<file path="config.mk">
export PLATFORM = sky130hd
export DESIGN_NAME = packet_rr_arbiter
export DESIGN_NICKNAME = d
export VERILOG_FILES = /design/src/rtl/packet_rr_arbiter.sv
export SDC_FILE = /design/constraint.sdc
export NUM_CORES = 1
export LEC_CHECK = 0
export ABC_CLOCK_PERIOD_IN_PS = 3400
export CAP_MARGIN = 10
export CORE_MARGIN = 10
export CORE_UTILIZATION = 50
export CTS_BUF_LIST = sky130_fd_sc_hd__clkbuf_4 sky130_fd_sc_hd__clkbuf_8 sky130_fd_sc_hd__clkbuf_16
export DETAILED_ROUTE_END_ITERATION = 12
export DONT_BUFFER_PORTS = 1
export HOLD_SLACK_MARGIN = 0.15
export PLACE_DENSITY_LB_ADDON = 0.2
export SETUP_SLACK_MARGIN = 0.4
export SYNTH_ARGS = -nofsm -noshare
export SYNTH_HDL_FRONTEND = slang
export SYNTH_SLANG_ARGS = --single-unit
</file>
<file path="constraint.sdc">
create_clock -name clk -period 3.4 [get_ports clk]
set_input_delay 0.68 -clock clk [delete_from_list [all_inputs] [get_ports clk]]
set_output_delay 0.68 -clock clk [all_outputs]
set_load 0.05 [all_outputs]
</file>
<file path="src/rtl/packet_rr_arbiter.sv">
// Round-robin output-link arbiter for the NOC router: grants one input port per
// fixed-length packet and holds the grant until the last flit has transferred.
module packet_rr_arbiter #(
    parameter int NUM_REQ   = 5,
    parameter int PKT_FLITS = 5,
    localparam int IDX_W    = (NUM_REQ > 1) ? $clog2(NUM_REQ) : 1,
    localparam int CNT_W    = $clog2(PKT_FLITS) + 1
) (
    input  logic               clk,
    input  logic               reset,
    input  logic [NUM_REQ-1:0] req_i,
    input  logic               out_ready_i,
    output logic [NUM_REQ-1:0] gnt_o,
    output logic [IDX_W-1:0]   gnt_idx_o,
    output logic               busy_o,
    output logic               xfer_o,
    output logic               pkt_last_o,
    output logic [CNT_W-1:0]   flit_cnt_o
);

    typedef enum logic {IDLE, BUSY} state_t;

    state_t             state, state_n;
    logic [NUM_REQ-1:0] gnt_n;
    logic [IDX_W-1:0]   idx_n, last_idx, last_n;
    logic [CNT_W-1:0]   cnt_n;
    logic [NUM_REQ-1:0] req_m;
    logic [IDX_W:0]     pick_m, pick_u, pick;

    // Returns {found, index} of the first requester after 'last', wrapping.
    function automatic logic [IDX_W:0] rr_pick(input logic [NUM_REQ-1:0] req,
                                               input logic [IDX_W-1:0]   last);
        logic [IDX_W:0] res;
        int p;
        res = '0;
        for (int i = NUM_REQ; i >= 1; i--) begin
            p = int'(last) + i;
            if (p >= NUM_REQ) p = p - NUM_REQ;
            if (req[p]) res = {1'b1, IDX_W'(p)};
        end
        return res;
    endfunction

    assign busy_o     = (state == BUSY);
    assign xfer_o     = busy_o & req_i[gnt_idx_o] & out_ready_i;
    assign pkt_last_o = xfer_o & (flit_cnt_o == CNT_W'(PKT_FLITS - 1));

    always_comb begin
        req_m = req_i;
        if (state == BUSY) req_m[gnt_idx_o] = 1'b0;
        pick_m = rr_pick(req_m, last_idx);
        pick_u = rr_pick(req_i, last_idx);
        // The current owner only gets a back-to-back packet when nobody else asks.
        pick   = pick_m[IDX_W] ? pick_m : pick_u;
    end

    always_comb begin
        state_n = state;
        gnt_n   = gnt_o;
        idx_n   = gnt_idx_o;
        cnt_n   = flit_cnt_o;
        last_n  = last_idx;
        case (state)
            IDLE: begin
                if (pick[IDX_W]) begin
                    state_n             = BUSY;
                    gnt_n               = '0;
                    gnt_n[pick[IDX_W-1:0]] = 1'b1;
                    idx_n               = pick[IDX_W-1:0];
                    cnt_n               = '0;
                end
            end
            BUSY: begin
                if (pkt_last_o) begin
                    last_n = gnt_idx_o;
                    cnt_n  = '0;
                    if (pick[IDX_W]) begin
                        gnt_n                  = '0;
                        gnt_n[pick[IDX_W-1:0]] = 1'b1;
                        idx_n                  = pick[IDX_W-1:0];
                    end else begin
                        state_n = IDLE;
                        gnt_n   = '0;
                        idx_n   = '0;
                    end
                end else if (xfer_o) begin
                    cnt_n = flit_cnt_o + CNT_W'(1);
                end
            end
            default: state_n = IDLE;
        endcase
    end

    always_ff @(posedge clk) begin
        if (reset) begin
            state      <= IDLE;
            gnt_o      <= '0;
            gnt_idx_o  <= '0;
            flit_cnt_o <= '0;
            last_idx   <= IDX_W'(NUM_REQ - 1);
        end else begin
            state      <= state_n;
            gnt_o      <= gnt_n;
            gnt_idx_o  <= idx_n;
            flit_cnt_o <= cnt_n;
            last_idx   <= last_n;
        end
    end

endmodule

</file>
-- Word-level counts from Yosys, hierarchy flattened
Cells that the tools add are included.
- register bits: 16
- bits of input ports: 8
- output and inout port bits: 15
- word-level logic and storage cells: 113
- add/sub/neg operators: 11
- $lt $le $gt $ge: 14
- equal/unequal tests: 4
- multiplexer cells: 68
- bitwise logic cells: 6
- reductions and logical operators: 5
- operator list (operator ; count):
    < comparator 32 x 5 -> 1 bit, second input constant ; 5
    two-way mux 32 bit ; 5
    two-way mux 4 bit ; 14
    binary-select mux 1 bit (select 3 bit) ; 11
    two-way mux 1 bit ; 25
    subtractor 4 x 3 -> 5 bit, second input constant ; 5
    greater-or-equal comparator 4 x 3 -> 1 bit, second input constant ; 5
    two-way mux 5 bit ; 4
    case mux 5 bit (2 select lines) ; 1
    two-way mux 3 bit ; 3
    adder 3 x 2 -> 4 bit, second input constant ; 2
    adder 3 x 3 -> 4 bit, second input constant ; 2
    < comparator 3 x 4 -> 1 bit, second input constant ; 2
    case mux 4 bit (2 select lines) ; 1
    demux 1 bit (select 3 bit) ; 2
    greater-or-equal comparator 3 x 1 -> 1 bit, second input constant ; 2
    case mux 3 bit (2 select lines) ; 1
    AND reduction 2 bit ; 3
    AND 5 bit ; 1
    inverter 5 bit ; 1
    adder 3 x 1 -> 4 bit, second input constant ; 1
    adder 4 x 1 -> 4 bit, second input constant ; 1
    equality test 4 x 3 -> 1 bit, second input constant ; 1
    inequality test 2 bit, second input constant ; 2
    5 further kinds ; 8

-- Depth between registers and ports, before layout
- word-level depth: 23
- gate-level depth with buffers: 15
- depth with buffers taken out: 11

-- Worst setup path after synthesis
OpenSTA, ideal clock, no wires.
- path kind: flip-flop to flip-flop
- from: register last_idx[1]
- to: register gnt_o[3]
- setup time: 0.079 ns
- arrival time: 3.542 ns
- data required time: 3.321 ns
- setup slack: -0.221 ns
- stages on the path, launching flop included: 16
- buffers on the path: 4
- clock period less this slack: 3.621 ns
- path through: dfxtp_1 clkbuf_1 inv_1 ha_1 buf_2 clkbuf_1 buf_1 mux2i_1 a21oi_1 a21oi_1 o21bai_1 or4_1 nor2_1 o21a_1 a211oi_1 a211oi_2
- longest elaborated chain between the ends: 19
- elaborated cells on any way between the ends: 72
- those cells by class: add/sub (10); order compare (7); eq/ne (1); mux (52); reduce/logical (2)
- RTL lines (what ; RTL line ; text):
    from (decl) ; 25 ; logic [IDX_W-1:0] idx_n, last_idx, last_n;
    from (signal assigned) ; 100 ; last_idx <= IDX_W'(NUM_REQ - 1);
    from (signal assigned) ; 106 ; last_idx <= last_n;
    adder 3 x 3 -> 4 bit ; 37 ; p = int'(last) + i;
    subtractor 4 x 3 -> 5 bit / greater-or-equal comparator 4 x 3 -> 1 bit (equally long branches) ; 38 ; if (p >= NUM_REQ) p = p - NUM_REQ;
    two-way mux 32 bit ; 38 ;
    binary-select mux 1 bit (select 3 bit) ; 39 ; if (req[p]) res = {1'b1, IDX_W'(p)};
    two-way mux 1 bit (not written as such) (2 in series) ; 39 ;
    two-way mux 4 bit (5 in series) ; 39 ;
    two-way mux 4 bit * ; 54 ; pick = pick_m[IDX_W] ? pick_m : pick_u;
    < comparator 3 x 4 -> 1 bit (not written as such) / greater-or-equal comparator 3 x 1 -> 1 bit (equally long branches) ; 68, 79 ;
    logical AND 1 bit (not written as such) ; 68, 79 ;
    two-way mux 1 bit (not written as such) ; 68, 79 ;
    demux 1 bit (select 3 bit) ; 68, 79 ;
    two-way mux 5 bit ; 77 ; if (pick[IDX_W]) begin
    two-way mux 5 bit ; 74 ; if (pkt_last_o) begin
    case mux 5 bit (2 select lines) ; 63 ; case (state)
    to (signal assigned) ; 103 ; gnt_o <= gnt_n;
    to (decl) ; 13 ; output logic [NUM_REQ-1:0] gnt_o,
Every way passes the cells marked *; elsewhere a longest branch is shown, timed or not. The select of a mux whose other input is x is not followed.
A chain may end at the register's enable or synchronous reset.

-- Worst setup path after layout
- from: register last_idx[2]
- to: register gnt_o[3]
Same word-level chain as after synthesis.

==> results by group <==
Worst setup path
  – Worst Path Max Fanout: 9
  – CP endpoint: gnt_o[3]
  – Critical path type: register to register
  – Required time of the critical path: 3.58 ns
  – FF-to-FF Start: last_idx[2]
  – Crit path DAT: 3.43 ns
  – Crit. Startpoint: last_idx[2]
  – Critical path launch point type: register
  – Reg2reg end: gnt_o[3]
  – Worst Setup End Kind: register
  – Worst reg2reg path depth: 11
  – Reg-to-reg slack, setup: 0.15 ns

Finish
  – Share of cells above drive strength 1: 34.13%
  – Fillcell total: 459
  – Area Overhead vs Synth: 28.14%
  – Antenna cell count: 0
  – Utilization after layout: 66.41%
  – Layout Cells excl Fill: 445
  – Final net count: 397

Yosys
  – Dominant cell type by area after synthesis: dfxtp_1
  – Synth Cell Area: 2664 sq um
  – Most frequent cells after synthesis: 28 x nand2_1, 24 x a21oi_1, 16 x dfxtp_1, 16 x nor2_1, 16 x nor2b_1
  – Top FF cell, synth: dfxtp_1
  – Top cell type's share of synthesized area: 12.02%
  – Syn Area/Cell: 7.379 sq um
  – Post-synth EDFFs: 0
  – Ys Warns: 0
  – Post-synthesis sequential area ratio: 12.02%
  – Count leader, synth: nand2_1
  – Post-synth ARST share: 0%
  – Yosys reg bits: 16
  – Netlist cell types: 78
  – Post-Syn Nets: 381
  – Ranking of synthesized cells by area: dfxtp_1 12%, ha_1 5.6%, a21oi_1 4.5%
  – Syn Inst Count: 361

Floorplan
  – DIE HEIGHT: 92.99 um
  – Core ar.: 5140 sq um
  – Die width: 92.99 um
  – I/O pins: 23
  – Die area: 8647 sq um
  – Core Rows: 26
  – Starting density of the core: 51.83%

Detailed routing
  – DR WL/cell: 21.23 um
  – DRC: 0
  – 1st-pass router iterations: 5
  – Final WL: 9447 um
  – DR vias: 3093
  – Drt initial violations: 438
  – Final ANT Viol Nets: 0
  – Vias per inst: 6.951

Status
  – Outcome: completed

Timing
  – Hold_ws: 0.4831 ns
  – Setup violations, final: 0
  – Rel. slew slack: 59.23%
  – Slew @ Worst Pin: 0.6107 ns
  – Maximum clock rate: 308.0 MHz
  – Setup TNS: 0 ns
  – Clock skew: 0.004621 ns
  – Setup ws final: 0.1536 ns
  – Min Clock Period, post-route: 3.246 ns
  – Period utilisation layout: 95.48%
  – Final hold viol count: 0
  – Slew Limit Fails: 0
  – Unrepaired setup endpoints after global routing: yes

Power
  – Peak VDD IR: 0.0001686 V
  – Clk pwr share: 28.4%
  – Switch Pwr: 0.1748 mW
  – Reg power frac: 42.8%
  – LEAKAGE: 1.216 nW
  – Int Pwr: 0.3347 mW
  – Sw Share: 34.30%
  – Cell Pwr Density: 149.3 nW/um^2
  – Combinational cell fraction of total power: 28.8%

Global route
  – Largest net degree at the start of global routing: 29
  – Global-route wire length before repair: 14990 um
  – GRT Resource Usage Total: 20.91%
  – Initial antenna violation count: 0
  – Routing usage on met2: 32.71%
  – GR Layer Usage met3: 4.396%
  – Met1 track demand over resource: 27.44%
  – GRT busiest layer: met2
  – Grt ovf: 0
  – Vias in the first global route: 2916

Min path
  – Hold_sp: reset
  – Hold Path Class: input port to register

Placed design
  – Place WS: 0.07929 ns
  – GPL Wtd Cong: 1.017
  – # port buffers: 0
  – Post-Place Cells: 428
  – Post-DP HPWL: 6694 um

Clock network
  – CTS Root Cell: clkbuf_8
  – CTS max path bufs: 2
  – H-tree depth: 1
  – Clk slew on worst S/H paths: 0.07 ns
  – Clk sinks: 16
  – Total CTS buffers: 3
  – TritonCTS clock tree: done
  – Clock latency on the worst-skew pair: 0.25 ns

Flow run
  – Maxcap violations: 0
==> worst min path at each step <==
stage	end	depth (start not counted)	slack [ns]
floorplan	last_idx[1]	3	0.67
global placement	busy_o	2	0.59
detailed placement	busy_o	2	0.59
CTS	gnt_o[3]	1	0.48
global route	gnt_o[3]	1	0.48
finish	gnt_o[3]	1	0.48
==> per-stage QoR <==
step / total power [mW] / cell area [sq um]
global route: 0.5316 / 3413
finish: 0.5095 / 3413
CTS: 0.4993 / 3273
detailed placement: 0.3465 / 2978
floorplan: 0.3291 / 2902
global placement: 0.3454 / 2978
==> cells by family (layout without fill, tap and decap cells) <==
logic type	after synthesis	in the layout	synth area share, %
mux	19	19	7.938
xor+xnor	6	6	1.973
buf+inv	43	57	6.763
compound gates	125	125	35.60
fa+ha+maj	12	12	5.636
simple gates	140	140	30.06
flops	16	16	12.02
==> worst max-delay path: stages, from the launching register on <==
cell      delay [ns]
dfxtp_2         0.45
inv_6           0.11
ha_4            0.22
a211o_4         0.37
o221a_2         0.31
o211a_1         0.17
o21bai_2        0.26
or4_4           0.57
nor2_4          0.18
o21a_1          0.21
a211oi_1        0.11
a211oi_2        0.21
==> layout by cell type, fill, tap and decap left out, types with 6 or more instances in the layout <==
cell type / Yosys / routed
nand2_1: 28 / 27
nor2_1: 16 / 13
buf_4: 0 / 34
nand3_1: 12 / 11
a211oi_1: 10 / 6
nor2b_1: 16 / 13
inv_1: 15 / 12
dfxtp_1: 16 / 12
a21oi_1: 24 / 23
nand4_1: 6 / 6
o21ai_0: 14 / 12
nand2b_1: 9 / 8
mux2i_1: 11 / 9
==> timing repair <==
| item | 4_1_cts | 5_1_grt |
|---|---|---|
| buffers inserted | 11 | 3 |
| gates resized for setup | 37 | 21 |
| hold buffers | 0 | 0 |
| setup endpoints to repair | 12 | 12 |
| pin swaps | 13 | 8 |
==> power groups by stage <==
stage	Combinational (mW)	Clock, mW	Sequential, mW
2_1_floorplan	0.105	0	0.225
5_1_grt	0.156	0.157	0.219
3_3_place_gp	0.124	0	0.222
6_report	0.147	0.145	0.218
4_1_cts	0.134	0.147	0.218
3_5_place_dp	0.124	0	0.222
==> area by class of cell <==
class	instances	area, sq um	area share, %
clock buffers	3	41.29	1.210
inverters	16	77.57	2.273
multi-input cells	302	2581	75.62
well taps	70	87.58	2.566
repair buffers	38	300.3	8.798
flip-flops and latches	16	325.3	9.531
==> routing by layer <==
| metal | share of wire [%] | vias to the layer above |
|---|---|---|
| li1 | - | 1419 |
| met1 | 42 | 1458 |
| met2 | 45 | 175 |
| met3 | 9.3 | 41 |
| met4 | 3.5 | 0 |
| met5 | 0 | - |
==> flip-flops by register name (all words and copies together) (netlist names) <==
signal and count:
busy_o 1, flit_cnt_o 4, gnt_idx_o 3, gnt_o 5
last_idx 3
Note: power is estimated with default switching activity, not from simulation.
